## config.mk

```make
export PLATFORM = sky130hd
export DESIGN_NAME = exec_wr_tracker
export DESIGN_NICKNAME = d
export VERILOG_FILES = /design/src/rtl/exec_wr_tracker.sv
export SDC_FILE = /design/constraint.sdc
export NUM_CORES = 2
export LEC_CHECK = 0
export BUFFER_PORTS_ARGS = -buffer_cell sky130_fd_sc_hd__clkbuf_2
export CORE_MARGIN = 4
export CORE_UTILIZATION = 60
export CTS_CLUSTER_SIZE = 16
export DETAILED_ROUTE_END_ITERATION = 10
export PLACE_DENSITY_LB_ADDON = 0.08
export SETUP_SLACK_MARGIN = 0.3
export SLEW_MARGIN = 20
export SYNTH_ARGS = -nofsm -noshare
export SYNTH_HDL_FRONTEND = slang
export SYNTH_SLANG_ARGS = --single-unit
```

## constraint.sdc

```tcl
create_clock -name clk -period 3.5 [get_ports clk]
set_input_delay 0.875 -clock clk [delete_from_list [all_inputs] [get_ports clk]]
set_output_delay 0.875 -clock clk [all_outputs]
set_load 0.02 [all_outputs]
```

## src/rtl/exec_wr_tracker.sv

```systemverilog
// Per-wavefront pending-write tracker for EXEC/VCC/M0/SCC. Issue uses query_stall to hold
// back readers of those registers until every in-flight write has been reported complete.
module exec_wr_tracker #(
  parameter int NUM_WF = 40,
  parameter int CNT_W  = 3
) (
  input  logic              clk,
  input  logic              rst,
  input  logic              alloc_en,
  input  logic [5:0]        alloc_wfid,
  input  logic [3:0]        alloc_dst,
  input  logic              issue_salu_wr_exec_en,
  input  logic              issue_salu_wr_vcc_en,
  input  logic              issue_salu_wr_m0_en,
  input  logic              issue_salu_wr_scc_en,
  input  logic [5:0]        issue_salu_wr_vcc_wfid,
  input  logic              issue_valu_wr_vcc_en,
  input  logic [5:0]        issue_valu_wr_vcc_wfid,
  input  logic              halt_en,
  input  logic [5:0]        halt_wfid,
  input  logic [5:0]        query_wfid,
  input  logic [3:0]        query_src,
  output logic              query_stall,
  output logic [NUM_WF-1:0] wf_pending,
  output logic              err_overflow,
  output logic              err_underflow
);

  localparam int CNT_MAX = (1 << CNT_W) - 1;

  // Counter index k: 0=exec, 1=vcc, 2=m0, 3=scc (same order as the masks).
  logic [NUM_WF-1:0][3:0][CNT_W-1:0] cnt_r;
  logic [NUM_WF-1:0][3:0][CNT_W-1:0] cnt_nxt_s;
  logic                              ovf_s;
  logic                              unf_s;

  // Next-state of every counter: net inc/dec with clamping, halt overrides everything.
  always_comb begin
    int  inc_v;
    int  dec_v;
    int  sum_v;
    logic salu_hit;
    logic valu_hit;
    logic halt_hit;
    cnt_nxt_s = cnt_r;
    ovf_s     = 1'b0;
    unf_s     = 1'b0;
    inc_v     = 0;
    dec_v     = 0;
    sum_v     = 0;
    salu_hit  = 1'b0;
    valu_hit  = 1'b0;
    halt_hit  = 1'b0;
    for (int w = 0; w < NUM_WF; w++) begin
      salu_hit = (issue_salu_wr_vcc_wfid == 6'(w));
      valu_hit = issue_valu_wr_vcc_en && (issue_valu_wr_vcc_wfid == 6'(w));
      halt_hit = halt_en && (halt_wfid == 6'(w));
      for (int k = 0; k < 4; k++) begin
        inc_v = int'(alloc_en && (alloc_wfid == 6'(w)) && alloc_dst[k]);
        case (k)
          0:       dec_v = int'(salu_hit && issue_salu_wr_exec_en);
          1:       dec_v = int'(salu_hit && issue_salu_wr_vcc_en) + int'(valu_hit);
          2:       dec_v = int'(salu_hit && issue_salu_wr_m0_en);
          3:       dec_v = int'(salu_hit && issue_salu_wr_scc_en);
          default: dec_v = 0;
        endcase
        sum_v = int'(cnt_r[w][k]) + inc_v - dec_v;
        if (halt_hit) begin
          cnt_nxt_s[w][k] = {CNT_W{1'b0}};
        end else if (sum_v < 0) begin
          cnt_nxt_s[w][k] = {CNT_W{1'b0}};
          unf_s           = 1'b1;
        end else if (sum_v > CNT_MAX) begin
          cnt_nxt_s[w][k] = CNT_W'(CNT_MAX);
          ovf_s           = 1'b1;
        end else begin
          cnt_nxt_s[w][k] = CNT_W'(sum_v);
        end
      end
    end
  end

  // Counter array and sticky error flags.
  always_ff @(posedge clk or negedge rst) begin
    if (!rst) begin
      cnt_r         <= '0;
      err_overflow  <= 1'b0;
      err_underflow <= 1'b0;
    end else begin
      cnt_r         <= cnt_nxt_s;
      err_overflow  <= err_overflow | ovf_s;
      err_underflow <= err_underflow | unf_s;
    end
  end

  // Hazard query and pending summary, both from registered counters only.
  always_comb begin
    query_stall = 1'b0;
    wf_pending  = '0;
    for (int w = 0; w < NUM_WF; w++) begin
      wf_pending[w] = |cnt_r[w];
      for (int k = 0; k < 4; k++) begin
        query_stall = query_stall |
                      ((query_wfid == 6'(w)) && query_src[k] && (cnt_r[w][k] != {CNT_W{1'b0}}));
      end
    end
  end

endmodule
```

==> results.cfg <==
[sta]
maxSlewViolCount = 0
post-route-period-util_pct = 122
grt_setup_unrepaired = yes
final-hold-violation-count = 0
tightest_slew_ns = 0.825
layout_setup_ws_ns = -0.767
fin_tns_setup_ns = -2.81
fmax_ghz = 0.234
skew_ns = 0.00812
period_needed_ns = 4.27
slew_headroom_pct = 44.8
finalSetupViolCount = 12

[grt]
grt_pass1_vias = 45723
grt_max_degree = 81
grt.total_usage_pct = 43.4
grt-ovfl-total = 0
antenna_found_initial = 24
grt_pass1_wl_mm = 270

[run_status]
violations = setup timing
status = finished, violations left

[floorplan]
die-area_mm2 = 0.0824
die_x_um = 287
start_util_pct = 60.4
die_h_um = 287
io_pins = 90
std_cell_rows = 102
coreArea_mm2 = 0.0773

[place]
dp_slack_ns = -1.73
gp_congestion = 1.10
dp.cells = 7546
placed_area_mm2 = 0.0584
numPortBuffers = 89
dp_hpwl_mm = 146

[power_and_ir_drop]
power_frac_seq_pct = 21.4
power.switching_mw = 19.8
power_frac_clock_pct = 14.8
peakVddDrop_v = 0.000605
p_comb_share_pct = 63.8
leakage_nw = 32.4
p_int_mw = 25.6
sw_frac_of_total_pct = 43.6
p_per_area_mw_per_mm2 = 706

[worst_setup_path]
critPathCaptureType = register
ff2ff_setup_slack_ns = -0.13
reg2reg_depth = 14
critPathMaxStageDelay_ns = 0.42
worstReg2RegEnd = err_overflow
worstSetupPathType = primary input to register
crit_fanout = 3
path_cells = buf_6, nand3b_1, buf_6, inv_2, nand3b_1, buf_6, nor2_4, buf_6, nand2_1, ha_1, inv_1, ha_1, fa_1, nor2b_1, nor2_1, a32o_1, a221oi_1, o2111ai_1, nor4_2, buf_4, nand4_1
required_ns = 4.01
rr_startpoint = cnt_r[411]
cpMostUsedCell = buf_6
cp-start-kind = primary input
arrival_ns = 4.78
cp_slowest_cell = fa_1

[routing]
drc = 0
wl_mm = 187
wl_per_cell_um = 24.1
ant_nets = 0
drt_iter0_drc = 4388
avgViaCountPerCell = 5.93
vias = 45948
drt-pass1-iter-count = 7

[job]
drv_cap = 0

[logic_synthesis]
synthFlopType = dfrtp_1
synth.avg_cell_area_um2 = 8.93
syn-num-nets = 6318
syn_inst = 5232
synth-seq-cells = 482
synth_edf_count = 0
synthArstFlopShare_pct = 100
ys_types = 75
seq_area_frac_synth_pct = 25.8
synth_warnings = 0
synth_area_mm2 = 0.0467

[clocking]
path_clk_slew_ns = 0.06
cts_buffer_depth = 3
clock_latency_ns = 0.65
htree_levels = 2
ctsRootBufferMaster = clkbuf_16
cts_hold_buf = 0
clock_sinks = 482
cts_tree = yes
numCtsBuffers = 60

[layout]
drive_above_1_share_pct = 31.5
layout.cells.non_filler = 7751
fillers = 4678
stdcell_area_mm2 = 0.0643
nets = 7738
syn_to_final_growth_pct = 37.6

[min_path]
hold_class = primary input to async pin
==> routing by layer <==
| layer | wire length (um) | track usage (%) | part of all wire (%) |
|---|---|---|---|
| met1 | 70100 | 55.7 | 38 |
| met2 | 79400 | 65.9 | 42 |
| met3 | 22400 | 12.4 | 12 |
| met4 | 14800 | 24.4 | 7.9 |
| met5 | 131 | 0 | 0.070 |
==> repair_timing <==
item,CTS,global route
gates resized for setup,283,452
pin swaps,104,180
setup endpoints to repair,137,235
buffers inserted,31,53
==> cell usage after synthesis, types with 34 or more instances <==
cell type,count,share of area [%]
nand2_1,256,2.1
o21ai_0,80,0.86
ha_1,839,22
nor3_1,123,1.3
a211o_1,50,0.94
nand2b_1,112,1.5
inv_1,836,6.7
o21bai_1,79,1.3
nor2b_1,102,1.4
a21oi_1,318,3.4
fa_1,200,8.6
nor4_1,48,0.64
o21a_1,287,4.6
clkbuf_1,69,0.55
xnor2_1,198,3.7
nand3_1,34,0.36
and2_1,209,2.8
dfrtp_1,482,26
nor2_1,462,3.7
o31ai_1,56,0.90
==> worst max path at each step <==
stage	from	slack, ns	endpoint
after floorplan	alloc_wfid[5]	-0.67	err_overflow
after global placement	alloc_wfid[5]	-1.78	err_overflow
after detailed placement	alloc_wfid[5]	-1.73	err_overflow
after CTS	alloc_wfid[5]	-0.68	err_overflow
after global routing	alloc_wfid[5]	-0.79	err_overflow
final	alloc_wfid[5]	-0.77	err_overflow
==> state kept, by name, indices dropped and copies added, names as in the netlist <==
| signal | count |
|---|---|
| err_underflow | 1 |
| err_overflow | 1 |
| cnt_r | 480 |
==> stage by stage <==
step,hold slack (ns),utilization (%),power [mW]
global placement,0.590,75.6,33.5
floorplan,0.578,-,23.1
CTS,0.181,80.1,42.5
global route,0.181,83.1,48.1
finish,0.164,83.2,45.4
detailed placement,0.599,75.6,34.5
==> worst max-delay path, delay by kind of cell <==
family,cells,cell delay (ns)
simple gates,8,1.27
buf+inv,7,0.87
fa+ha+maj,3,0.91
compound gates,3,0.84
==> cells by family (layout without fill, tap and decap cells) <==
kind of cell	Yosys count	in the layout	share of synthesized area [%]
AOI/OAI and AO/OA	1101	1101	15.8
adders and majority gates	1039	1039	31.0
DFF	482	482	25.8
other	0	13	0
xor gates and xnor gates	211	211	3.95
buffers and inverters	917	2383	7.41
and+or+nand+nor	1482	1482	16.0
==> power by group through the flow <==
stage,Sequential (mW),Clock [mW],Combinational [mW]
after floorplan,9.15,0,13.9
after global placement,9.45,0,24.1
after detailed placement,9.53,0,24.9
after CTS,9.50,6.75,26.3
after global routing,9.92,6.98,31.2
final,9.70,6.73,29.0
==> cells in the final DEF, fill, tap and decap left out, drive strengths merged, types with 23 or more instances in the layout <==
cell type / n
a211o: 50
a211oi: 30
a21oi: 319
a221oi: 23
a22oi: 24
a31oi: 30
and2: 209
buf: 1359
clkbuf: 164
dfrtp: 482
fa: 200
ha: 839
inv: 836
nand2: 257
nand2b: 113
nand3: 34
nand4: 30
nand4b: 30
nor2: 462
nor2b: 102
nor3: 132
nor4: 48
o21a: 287
o21ai: 80
o21bai: 79
o22ai: 28
o31ai: 56
or3: 26
xnor2: 198
==> final cells by class <==
cell class	count	area, um2	area share [%]
Sequential cell	482	12100	18.8
Clock buffer	84	1760	2.74
Multi-Input combinational cell	3833	34200	53.2
Tap cell	1040	1300	2.02
Clock inverter	24	303	0.471
Antenna cell	13	32.5	0.0506
Inverter	836	3150	4.89
Timing Repair Buffer	1439	11500	17.9
Power figures use the tool's default switching activity.
